===== src/rtl/sprite_pkg.sv =====
// Shared constants, attribute field layout and FSM encoding for the sprite line scheduler.
package sprite_pkg;

  localparam int unsigned SPR_SIZE     = 16;
  localparam logic [1:0]  TRANSPARENT  = 2'b00;

  localparam int unsigned ATTR_W       = 27;
  localparam int unsigned ATTR_EN_BIT  = 26;
  localparam int unsigned ATTR_SEL_LSB = 20;
  localparam int unsigned ATTR_SEL_W   = 6;
  localparam int unsigned ATTR_SX_LSB  = 10;
  localparam int unsigned ATTR_SX_W    = 10;
  localparam int unsigned ATTR_SY_LSB  = 0;
  localparam int unsigned ATTR_SY_W    = 10;

  typedef enum logic [2:0] {
    StIdle,
    StAttr,
    StEval,
    StFetch,
    StDrain,
    StDone
  } state_e;

endpackage


===== src/rtl/sprite_hit_eval.sv =====
// Combinational decode of one attribute entry against the line being rendered.
module sprite_hit_eval
  import sprite_pkg::*;
#(
  parameter int unsigned X_W = 10,
  parameter int unsigned Y_W = 10
) (
  input  logic [ATTR_W-1:0]     i_attr_data,
  input  logic [Y_W-1:0]        i_line_y,
  output logic                  o_hit,
  output logic [3:0]            o_row,
  output logic [ATTR_SEL_W-1:0] o_select,
  output logic [X_W-1:0]        o_sx
);

  logic [Y_W-1:0] w_sy;
  logic [Y_W-1:0] w_row;

  assign w_sy  = Y_W'(i_attr_data[ATTR_SY_LSB +: ATTR_SY_W]);
  // Modular subtraction: sprites placed near the bottom wrap onto the top lines.
  assign w_row = i_line_y - w_sy;

  assign o_hit    = i_attr_data[ATTR_EN_BIT] && (w_row < Y_W'(SPR_SIZE));
  assign o_row    = w_row[3:0];
  assign o_select = i_attr_data[ATTR_SEL_LSB +: ATTR_SEL_W];
  assign o_sx     = X_W'(i_attr_data[ATTR_SX_LSB +: ATTR_SX_W]);

endmodule


===== src/rtl/sprite_line_scheduler.sv =====
// Per-scanline sprite sequencer: walks the attribute table and copies visible sprite pixels
// into the next-line buffer. Optional per-line sprite limit enabled by SPRITE_LINE_LIMIT_EN.
module sprite_line_scheduler
  import sprite_pkg::*;
#(
  parameter int unsigned NUM_SPRITES  = 16,
  parameter int unsigned X_W          = 10,
  parameter int unsigned Y_W          = 10,
  parameter int unsigned LINE_W       = 640,
  parameter int unsigned MAX_PER_LINE = 8
) (
  input  logic           i_clock,
  input  logic           i_resetn,
  input  logic           i_line_start,
  input  logic [Y_W-1:0] i_line_y,
  output logic           o_busy,
  output logic           o_done,
  output logic [5:0]     o_attr_addr,
  input  logic [26:0]    i_attr_data,
  output logic [5:0]     o_spr_select,
  output logic [3:0]     o_spr_x,
  output logic [3:0]     o_spr_y,
  input  logic [1:0]     i_spr_pix,
  output logic           o_lb_we,
  output logic [X_W-1:0] o_lb_addr,
  output logic [1:0]     o_lb_data
`ifdef SPRITE_LINE_LIMIT_EN
  ,
  output logic           o_line_ovf
`endif
);

  state_e         r_state, w_state_d;
  logic [Y_W-1:0] r_line_y;
  logic [5:0]     r_idx;
  logic [X_W-1:0] r_sx;
  logic [5:0]     r_spr_select;
  logic [3:0]     r_spr_x;
  logic [3:0]     r_spr_y;
  logic           r_wr_vld;
  logic [3:0]     r_wr_col;

  logic           w_hit;
  logic           w_take;
  logic           w_last;
  logic [3:0]     w_row;
  logic [5:0]     w_select;
  logic [X_W-1:0] w_sx;
  logic [X_W:0]   w_px;
  logic           w_wr;

  sprite_hit_eval #(
    .X_W (X_W),
    .Y_W (Y_W)
  ) u_hit_eval (
    .i_attr_data (i_attr_data),
    .i_line_y    (r_line_y),
    .o_hit       (w_hit),
    .o_row       (w_row),
    .o_select    (w_select),
    .o_sx        (w_sx)
  );

  assign w_last = (r_idx == 6'(NUM_SPRITES - 1));

`ifdef SPRITE_LINE_LIMIT_EN
  logic [6:0] r_hit_cnt;
  logic       r_line_ovf;

  // Hits beyond the per-line budget behave as misses but are remembered in line_ovf.
  assign w_take = w_hit && (r_hit_cnt < 7'(MAX_PER_LINE));

  always_ff @(posedge i_clock) begin
    if (!i_resetn) begin
      r_hit_cnt  <= '0;
      r_line_ovf <= 1'b0;
    end else if (r_state == StIdle && i_line_start) begin
      r_hit_cnt  <= '0;
      r_line_ovf <= 1'b0;
    end else if (r_state == StEval && w_hit) begin
      if (w_take) r_hit_cnt <= r_hit_cnt + 7'd1;
      else        r_line_ovf <= 1'b1;
    end
  end

  assign o_line_ovf = r_line_ovf;
`else
  assign w_take = w_hit;
`endif

  always_ff @(posedge i_clock) begin
    if (!i_resetn) r_state <= StIdle;
    else           r_state <= w_state_d;
  end

  always_comb begin
    w_state_d = r_state;
    unique case (r_state)
      StIdle:  if (i_line_start) w_state_d = StAttr;
      StAttr:  w_state_d = StEval;
      StEval: begin
        if (w_take)      w_state_d = StFetch;
        else if (w_last) w_state_d = StDone;
        else             w_state_d = StAttr;
      end
      StFetch: if (r_spr_x == 4'hf) w_state_d = StDrain;
      StDrain: w_state_d = w_last ? StDone : StAttr;
      StDone:  w_state_d = StIdle;
      default: w_state_d = StIdle;
    endcase
  end

  always_ff @(posedge i_clock) begin
    if (!i_resetn) begin
      r_line_y     <= '0;
      r_idx        <= '0;
      r_sx         <= '0;
      r_spr_select <= '0;
      r_spr_x      <= '0;
      r_spr_y      <= '0;
      r_wr_vld     <= 1'b0;
      r_wr_col     <= '0;
    end else begin
      // Pixel for the column issued this cycle returns next cycle, so track it one behind.
      r_wr_vld <= (r_state == StFetch);
      r_wr_col <= r_spr_x;
      unique case (r_state)
        StIdle: begin
          if (i_line_start) begin
            r_line_y <= i_line_y;
            r_idx    <= '0;
          end
        end
        StEval: begin
          if (w_take) begin
            r_sx         <= w_sx;
            r_spr_select <= w_select;
            r_spr_y      <= w_row;
            r_spr_x      <= '0;
          end else if (!w_last) begin
            r_idx <= r_idx + 6'd1;
          end
        end
        StFetch: r_spr_x <= r_spr_x + 4'd1;
        StDrain: if (!w_last) r_idx <= r_idx + 6'd1;
        default: ;
      endcase
    end
  end

  assign w_px = (X_W+1)'(r_sx) + (X_W+1)'(r_wr_col);
  // Reset gates the write port combinationally so nothing lands during the reset cycle.
  assign w_wr = r_wr_vld && i_resetn;

  assign o_lb_we   = w_wr && (i_spr_pix != TRANSPARENT) && (w_px < (X_W+1)'(LINE_W));
  assign o_lb_addr = w_wr ? w_px[X_W-1:0] : '0;
  assign o_lb_data = w_wr ? i_spr_pix : TRANSPARENT;

  assign o_busy       = (r_state != StIdle);
  assign o_done       = (r_state == StDone);
  assign o_attr_addr  = r_idx;
  assign o_spr_select = r_spr_select;
  assign o_spr_x      = r_spr_x;
  assign o_spr_y      = r_spr_y;

endmodule


===== config.mk =====
export PLATFORM = sky130hd
export DESIGN_NAME = sprite_line_scheduler
export DESIGN_NICKNAME = d
export VERILOG_FILES = /design/src/rtl/sprite_pkg.sv /design/src/rtl/sprite_hit_eval.sv /design/src/rtl/sprite_line_scheduler.sv
export SDC_FILE = /design/constraint.sdc
export NUM_CORES = 1
export LEC_CHECK = 0
export CAP_MARGIN = 40
export CORE_MARGIN = 5
export CORE_UTILIZATION = 30
export DETAILED_ROUTE_END_ITERATION = 8
export GPL_ROUTABILITY_DRIVEN = 0
export PLACE_DENSITY_LB_ADDON = 0.12
export SYNTH_ARGS = -nofsm -noshare
export SYNTH_HDL_FRONTEND = slang
export SYNTH_HIERARCHICAL = 1
export SYNTH_SLANG_ARGS = --single-unit
export TNS_END_PERCENT = 10

===== constraint.sdc =====
create_clock -name i_clock -period 8.6 [get_ports i_clock]
set_input_delay 0.86 -clock i_clock [delete_from_list [all_inputs] [get_ports i_clock]]
set_output_delay 0.86 -clock i_clock [all_outputs]
set_load 0.01 [all_outputs]

Word-level counts from Yosys, hierarchy flattened
Cells that the tools add are included.
{"block": "totals", "reg_bits": 48, "latch_bits": 0, "ramBits": 0, "romBits": 0, "in_bits": 42, "output_inout_bits": 35, "wordCells": 53, "memories": 0}
{"block": "op_classes", "add_sub_neg": 4, "multipliers": 0, "div": 0, "n_lt_le_gt_ge": 2, "n_eq_ne": 11, "n_shift": 0, "mux": 13, "n_bitwise": 0, "reduce_logical": 14}
{"op": "two-way mux 6 bit", "n": 3}
{"op": "case mux 6 bit (3 select lines)", "n": 1}
{"op": "case mux 3 bit (5 select lines)", "n": 1}
{"op": "two-way mux 3 bit", "n": 4}
{"op": "adder 10 x 4 -> 11 bit", "n": 1}
{"op": "less-than comparator 11 x 10 -> 1 bit (second input constant)", "n": 1}
{"op": "less-than comparator 10 x 5 -> 1 bit (second input constant)", "n": 1}
{"op": "two-way mux 10 bit", "n": 1}
{"op": "subtractor 10 bit", "n": 1}
{"op": "case mux 4 bit (2 select lines)", "n": 1}
{"op": "AND reduction 2 bit", "n": 4}
{"op": "adder 6 x 1 -> 6 bit (second input constant)", "n": 1}
{"op": "== test 3 x 2 -> 1 bit (second input constant)", "n": 2}
{"op": "== test 3 bit (second input constant)", "n": 2}
{"op": "== test 6 x 4 -> 1 bit (second input constant)", "n": 1}
{"op": "!= test 2 bit (second input constant)", "n": 3}
{"op": "nonzero test 3 bit", "n": 2}
{"op": "adder 4 x 1 -> 4 bit (second input constant)", "n": 1}
{"op": "== test 4 bit (second input constant)", "n": 1}
{"op": "logical AND 1 bit", "n": 4}
{"op": "two-way mux 4 bit", "n": 1}
{"op": "nonzero test 2 bit", "n": 2}
{"op": "== test 3 x 1 -> 1 bit (second input constant)", "n": 1}
{"op": "logical NOT 3 bit", "n": 1}
{"op": "other kinds (3)", "n": 3}

Logic depth before layout (Yosys ltp)
Gate-level depths: netlist (run 1).
{"block": "depth", "depth_word": 5, "mapped_depth": 14, "ltp_nobuf": 14}

By module
Netlist (run 1), hierarchy kept.
{"module": "sprite_line_scheduler", "n_inst": 1, "cells_each": 297, "area_each_um2": 2447.3, "seq_area_each_um2": 960.9}
{"module": "sprite_hit_eval", "n_inst": 1, "cells_each": 78, "area_each_um2": 569.3, "seq_area_each_um2": 0.0}

Worst setup path before layout (run 1)
Ideal clock, no wire load.
{"block": "synth_timing", "path_kind": "input -> register", "startpoint": "input port i_attr_data[0]", "endpoint": "register r_spr_y[3] (netlist: o_spr_y[3])", "setup_time_ps": 76, "arrival_ps": 3505, "t_required_ps": 8524, "setup_slack_ps": 5020, "cell_stages": 13, "path_buffers": 1, "path_cell_list": "ha_1 -> inv_1 -> fa_1 -> a21o_1 -> a2111o_1 -> a21o_1 -> a21o_1 -> xor2_1 -> nor4_2 -> and4bb_2 -> buf_2 -> nand2_1 -> a21boi_0"}
{"block": "synth_between", "elab_chain_len": 4}
{"item": "start: declaration", "line": "sprite_line_scheduler.sv:19", "source": "input logic [26:0] i_attr_data,"}
{"item": "subtractor 10 bit", "line": "sprite_hit_eval.sv:21", "source": "assign w_row = i_line_y - w_sy;"}
{"item": "less-than comparator 10 x 5 -> 1 bit", "line": "sprite_hit_eval.sv:23", "source": "assign o_hit = i_attr_data[ATTR_EN_BIT] && (w_row < Y_W'(SPR_SIZE));"}
{"item": "logical AND 1 bit", "line": "sprite_hit_eval.sv:23"}
{"item": "via w_hit", "line": "sprite_line_scheduler.sv:43", "source": "logic w_hit;"}
{"item": "AND reduction 2 bit (no source line)"}
{"item": "end signal: assignment", "line": "sprite_line_scheduler.sv:138", "source": "r_spr_y <= w_row;"}
{"item": "end: declaration", "line": "sprite_line_scheduler.sv:39", "source": "logic [3:0] r_spr_y;"}
The timed path passes the listed nets, and every way through them passes these cells.
A chain may end at the register's enable or synchronous reset.

Final worst setup path (run 1)
{"block": "layout_timing", "startpoint": "input port i_attr_data[0]", "endpoint": "register r_spr_x[2] (netlist: o_spr_x[2])"}
{"block": "layout_between", "elab_chain_len": 5}
{"item": "subtractor 10 bit", "line": "sprite_hit_eval.sv:21"}
{"item": "less-than comparator 10 x 5 -> 1 bit", "line": "sprite_hit_eval.sv:23"}
{"item": "logical AND 1 bit", "line": "sprite_hit_eval.sv:23"}
{"item": "via w_hit", "line": "sprite_line_scheduler.sv:43"}
{"item": "!= test 2 x 1 -> 1 bit (no source line)"}
{"item": "AND reduction 2 bit (no source line)"}
{"item": "end signal: assignment", "line": "sprite_line_scheduler.sv:144", "source": "StFetch: r_spr_x <= r_spr_x + 4'd1;"}
{"item": "end: declaration", "line": "sprite_line_scheduler.sv:38", "source": "logic [3:0] r_spr_x;"}
The timed path passes the listed nets, and every way through them passes these cells.

==> run summary, run 1 <==
outcome: complete, no violations
Max-Cap Viols: 0
critical path type: in -> reg
PortBufs: 76
post-synthesis mux area share: 0.01369
largest fanout on the critical path: 21
CTS Buf Count: 5
fraction of layout cells with a size suffix above 1: 0.05349
DRC Markers: 0
core box area: 9774 um^2
crit path time final: 4.339 ns
Internal Power: 357.7 uW
CTS resizes: 0
initial antenna violation count: 0
R2R Setup Slk: 4.91 ns
largest net degree at the start of global routing: 52
Synth Area in Adders: 0.07549
PD cells: 123.7 nW/um^2
fraction of registers with async set/reset: 0
Die H: 110.3 um
row count: 36
die extent in x: 110.3 um
syn_nets: 434
CP required: 8.80 ns
Tot Pwr: 480.9 uW
unique cell type count in the Yosys netlist: 57
CTS tree: built
# IOs: 77
Synth Flop Type: dfxtp_1
Clk pwr share: 0.350
number of global-route vias before repair: 2561
drt first pass iters: 4
ANT nets after route: 0
WHS Path Cells: 2
post-synthesis sequential area ratio: 0.3185
Switch Pwr: 123.2 uW
Post-synth EDFFs: 0
final WL: 7397 um
warnings from Yosys: 6
worst vdd ir: 0.1044 mV
Avg Inst Size Synth: 8.044 um^2
Area Growth Syn to Fin: 28.87%
diode count: 0
RSZ-0062 raised after global routing: false
worst-skew pair later-pin latency: 0.30 ns
Via Count: 2646
Post-CTS Hold Fix Bufs: 0
sequential share of power: 0.483
Fillers: 1048
Worst-path clk slew: 0.09 ns
first-pass GRT wire length: 12210 um
largest family of logic cells by synthesized area: simple AND/OR/NAND/NOR gates
most frequent cells in the layout: clkdlybuf4s50_1 (76), nand2_1 (74), dfxtp_1 (48)
Synth Area in XOR/XNOR: 0.02903
Tightest Hold Check Type: reg -> reg
Setup crit start kind: input port
Longest Clk Path Bufs: 2
grt ovf: 0
DR WL/cell: 13.14 um
hpwl dp: 5541 um
clk sinks: 48
final instance area: 3887 um^2
htree depth: 2
Worst Reg2Reg Path Length in Cells: 14
Die ar.: 12160 um^2
Global Route Usage Sum: 0.1236
Synth Area in Compound Gates: 0.2198
Vias/cell: 4.700
post-synthesis cell area: 3017 um^2
Sw Ratio: 0.2562
setup bufs post-CTS: 0
Slew HR: 0.5841
nature of the critical path endpoint: flip-flop
# setup viols final: 0
Synth Area in Simple Gates: 0.2576
measured slew at the worst slew-check pin: 0.6229 ns
Worst EP arrival: 4.53 ns
final worst path period share: 0.5045
Synth Register Bits: 48
Syn Inst Count: 375
CTS root buf: clkbuf_8
max-slew violations: 0
cell leakage power: 1.433 nW
number of nets in the layout: 488
FMAX: 0.2305 GHz
endpoints failing hold: 0
Combinational Power Share: 0.167
total negative slack: 0 ns
leading cell type in the layout, fill and taps excluded: clkdlybuf4s50_1
Starting Density: 0.3086
final clock skew: 0.007371 ns
placed inst area: 3771 um^2
Iter 0 DRT Violations: 63
[final cells by class]
cell class | count | area, um^2 | share of cell area
tap | 133 | 166.4 | 0.04281
multi-input combinational | 278 | 1797 | 0.4622
clock buffer | 5 | 68.82 | 0.01770
clock inverter | 3 | 47.55 | 0.01223
sequential | 48 | 960.9 | 0.2472
inverter | 18 | 67.56 | 0.01738
timing repair buffer | 78 | 779.5 | 0.2005
[flip-flops by register name, summed over array words and instances, names as in the netlist]
register	count
r_wr_col	4
o_spr_select	6
o_attr_addr	6
r_state	3
r_wr_vld	1
o_spr_x	4
r_line_y	10
r_sx	10
o_spr_y	4
[per-stage QoR]
| step | hold WS, ns | util | setup slack (ns) | std cells |
|---|---|---|---|---|
| floorplan | 0.4351 | - | 5.020 | 375 |
| global placement | 0.4495 | 0.3847 | 3.924 | 554 |
| detailed placement | 0.4514 | 0.3858 | 3.909 | 555 |
| CTS | 0.4665 | 0.3977 | 4.238 | 563 |
| global route | 0.4935 | 0.3977 | 3.997 | 563 |
| finish | 0.4627 | 0.3977 | 4.261 | 563 |
[routing by layer]
metal | global-route usage | vias up | share of wire
li1 | - | 1400 | -
met1 | 0.1628 | 1188 | 0.47
met2 | 0.2101 | 56 | 0.47
met3 | 0.02388 | 2 | 0.049
met4 | 0.02639 | 0 | 0.0050
met5 | 0 | - | 0
[worst max-delay path: stages]
cell	delay (ns)
clkdlybuf4s50_1	0.46
ha_1	0.16
inv_1	0.05
fa_1	0.39
a21o_1	0.21
a2111o_1	0.39
a21o_1	0.19
a21o_1	0.18
xor2_1	0.14
nor4_2	0.44
and4bb_2	0.63
nor2_1	0.17
o21ai_0	0.19
a21boi_1	0.07
[cell usage after synthesis, types with 2 or more instances]
cell | number | area, um^2
nand2_1 | 74 | 277.8
dfxtp_1 | 48 | 960.9
a21boi_0 | 21 | 157.7
inv_1 | 18 | 67.56
nor2_1 | 18 | 67.56
buf_4 | 16 | 120.1
ha_1 | 15 | 187.7
a21oi_1 | 12 | 60.06
a21boi_1 | 11 | 82.58
o21ai_0 | 11 | 55.05
nand3_1 | 9 | 45.04
a21o_1 | 8 | 60.06
and2_1 | 8 | 50.05
clkbuf_1 | 8 | 30.03
nand4_1 | 8 | 50.05
and3_1 | 6 | 37.54
buf_2 | 6 | 30.03
o211ai_1 | 6 | 45.04
xnor2_1 | 6 | 52.55
nor2b_1 | 5 | 31.28
or3_1 | 5 | 31.28
nor3_1 | 4 | 20.02
xor2_1 | 4 | 35.03
a211oi_1 | 3 | 22.52
a31oi_1 | 3 | 18.77
mux2i_1 | 3 | 30.03
nand2b_1 | 3 | 18.77
nand3b_1 | 3 | 22.52
a211o_1 | 2 | 17.52
fa_1 | 2 | 40.04
o21a_1 | 2 | 15.01
or3_2 | 2 | 15.01
[logic make-up after synthesis]
kind of cell	Yosys count
multiplexers	4
AO/OA/AOI/OAI	91
buffers and inverters	49
AND/OR/NAND/NOR	156
flip-flops	48
XOR/XNOR	10
adder cells (fa/ha/maj)	17
[power groups by stage]
stage / clock (mW) / sequential (mW) / combinational, mW
finish: 0.168 / 0.232 / 0.0802
global route: 0.185 / 0.234 / 0.0892
CTS: 0.177 / 0.233 / 0.0809
detailed placement: 0 / 0.238 / 0.0803
global placement: 0 / 0.238 / 0.0805
floorplan: 0 / 0.235 / 0.0558
[final timing paths]
kind	from	endpoint
worst max-delay path	i_attr_data[0]	o_spr_x[2]
worst min-delay path	r_line_y[6]	r_line_y[6]
worst max register to register	r_line_y[0]	o_spr_x[2]
worst min register to register	r_line_y[6]	r_line_y[6]
No activity file was read; power rests on OpenSTA's default activity.
==> run 2: changes to the inputs <==
==> constraint.sdc (replaced) <==
create_clock -name i_clock -period 4.02 [get_ports i_clock]
set_input_delay 0.402 -clock i_clock [delete_from_list [all_inputs] [get_ports i_clock]]
set_output_delay 0.402 -clock i_clock [all_outputs]
set_load 0.01 [all_outputs]
==> run 2 against run 1 <==
- die area did not move
- largest cell class unchanged
- final cell count increased by 0.36%
- worst setup slack worse by 3.7 ns
- highest routed layer unchanged
- sequential power increased by 110%
==> run summary, run 2 (synthesis gave the netlist of run 1 again) <==
outcome: complete, no violations (unchanged)
Worst EP arrival: 3.61 ns (was 4.53 ns)
WHS: 0.4562 ns (was 0.4627 ns)
largest net degree at the start of global routing: 51 (was 52)
ANT nets after route: 0 (unchanged)
first-pass GRT wire length: 12200 um (was 12210 um)
FMAX: 0.2923 GHz
number of global-route vias before repair: 2529 (was 2561)
nature of the critical path endpoint: flip-flop (unchanged)
die extent in x: 110.3 um (unchanged)
number of nets in the layout: 490 (was 488)
Setup crit start kind: input port (unchanged)
CP required: 4.21 ns (was 8.80 ns)
Fillers: 1062 (was 1048)
diode count: 0 (unchanged)
biggest regs: r_line_y x10, r_sx x10 (unchanged)
grt ovf: 0 (unchanged)
RSZ-0062 raised after global routing: false (unchanged)
final clock skew: 0.006213 ns (was 0.007371 ns)
fraction of layout cells with a size suffix above 1: 0.05787 (was 0.05349)
# setup viols final: 0 (unchanged)
storage element area: 960.9 um^2 (unchanged)
Longest Clk Path Bufs: 2 (unchanged)
area occupied by multi-input gates: 1797 um^2 (unchanged)
cell leakage power: 1.440 nW (was 1.433 nW)
DR WL/cell: 13.14 um (about the same)
DRC Markers: 0 (unchanged)
endpoints failing hold: 0 (unchanged)
Iter 0 DRT Violations: 52 (was 63)
Starting Density: 0.3086 (unchanged)
most frequent cells in the layout: clkdlybuf4s50_1 (76), nand2_1 (74), dfxtp_1 (48) (unchanged)
Post-CTS Hold Fix Bufs: 0 (unchanged)
Global Route Usage Sum: 0.1245 (was 0.1236)
Vias/cell: 4.715 (was 4.700)
PD cells: 261.7 nW/um^2 (was 123.7 nW/um^2)
measured slew at the worst slew-check pin: 0.6281 ns (was 0.6229 ns)
total negative slack: 0 ns (unchanged)
core box area: 9774 um^2 (unchanged)
final worst path period share: 0.8511
PortBufs: 76 (unchanged)
htree depth: 2 (unchanged)
Max-Cap Viols: 0 (unchanged)
CTS resizes: 0 (unchanged)
clk sinks: 48 (unchanged)
DP Cell Count: 557 (was 555)
largest fanout on the critical path: 8 (was 21)
Die H: 110.3 um (unchanged)
Die ar.: 12160 um^2 (unchanged)
Worst-path clk slew: 0.09 ns (about the same)
leading cell type in the layout, fill and taps excluded: clkdlybuf4s50_1 (unchanged)
Area Growth Syn to Fin: 29.49% (was 28.87%)
critical path type: in -> reg (unchanged)
Tightest Hold Check Type: reg -> reg (unchanged)
max-slew violations: 0 (unchanged)
worst setup margin: 0.5987 ns (was 4.261 ns)
final instance area: 3906 um^2 (was 3887 um^2)
CTS root buf: clkbuf_8 (unchanged)
setup bufs post-CTS: 0 (unchanged)
final WL: 7424 um (was 7397 um)
CTS tree: built (unchanged)
worst-skew pair later-pin latency: 0.30 ns (about the same)
drt first pass iters: 4 (unchanged)
Post-Place Worst Slack: 0.2761 ns (was 3.909 ns)
Via Count: 2664 (was 2646)
# IOs: 77 (unchanged)
CTS Buf Count: 5 (unchanged)
Slew HR: 0.5807 (was 0.5841)
row count: 36 (unchanged)
Non-Filler Instances: 565 (was 563)
crit path time final: 3.421 ns
hpwl dp: 5587 um (was 5541 um)
initial antenna violation count: 0 (unchanged)
placed inst area: 3795 um^2 (was 3771 um^2)
worst vdd ir: 0.1890 mV (was 0.1044 mV)
[run 2: stage by stage]
stage / power (mW) / util
2_1_floorplan: 0.6218 / -
3_3_place_gp: 0.6801 / 0.3882
3_5_place_dp: 0.6802 / 0.3882
4_1_cts: 1.043 / 0.3996
5_1_grt: 1.080 / 0.3996
6_report: 1.022 / 0.3996
[run 2: per-layer routing]
| layer | GRT usage | wire (um) | share of wire | vias to the layer above |
|---|---|---|---|---|
| li1 | - | - | - | 1394 |
| met1 | 0.1644 | 3511 | 0.47 | 1222 |
| met2 | 0.2101 | 3534 | 0.48 | 46 |
| met3 | 0.02563 | 340 | 0.046 | 2 |
| met4 | 0.02639 | 37 | 0.0050 | 0 |
| met5 | 0 | 0 | 0 | - |
[run 2: cell type report]
| cell class | count | area share |
|---|---|---|
| flip-flops and latches | 48 | 0.2460 |
| clock buffers | 5 | 0.01762 |
| clock inverters | 3 | 0.01089 |
| repair buffers | 80 | 0.2056 |
| well taps | 133 | 0.04260 |
| inverters | 18 | 0.01730 |
| multi-input cells | 278 | 0.4600 |
[run 2: worst max-delay path, stage by stage]
cell             delay (ns)
clkdlybuf4s50_1        0.46
ha_1                   0.16
inv_1                  0.06
fa_1                   0.39
a21o_1                 0.21
a2111o_1               0.39
a21o_1                 0.18
a21o_1                 0.18
xor2_1                 0.14
nor4_2                 0.26
buf_4                  0.18
nor3b_2                0.05
o32ai_4                0.26
a21oi_2                0.14
mux2i_1                0.14
[run 2: path summary, 6_finish.rpt]
kind,startpoint,to,slack [ns],cells past startpoint
setup / recovery,i_attr_data[0],o_attr_addr[1],0.60,15
hold / removal,r_line_y[0],r_line_y[0],0.46,2
hold reg to reg,r_line_y[0],r_line_y[0],0.46,2
setup reg to reg,r_line_y[0],o_attr_addr[1],0.80,15
[run 2: power by group]
part / switching, mW / internal (mW)
logic: 0.0781 / 0.0924
registers: 0.0124 / 0.485
clock network: 0.170 / 0.184
total: 0.260 / 0.762
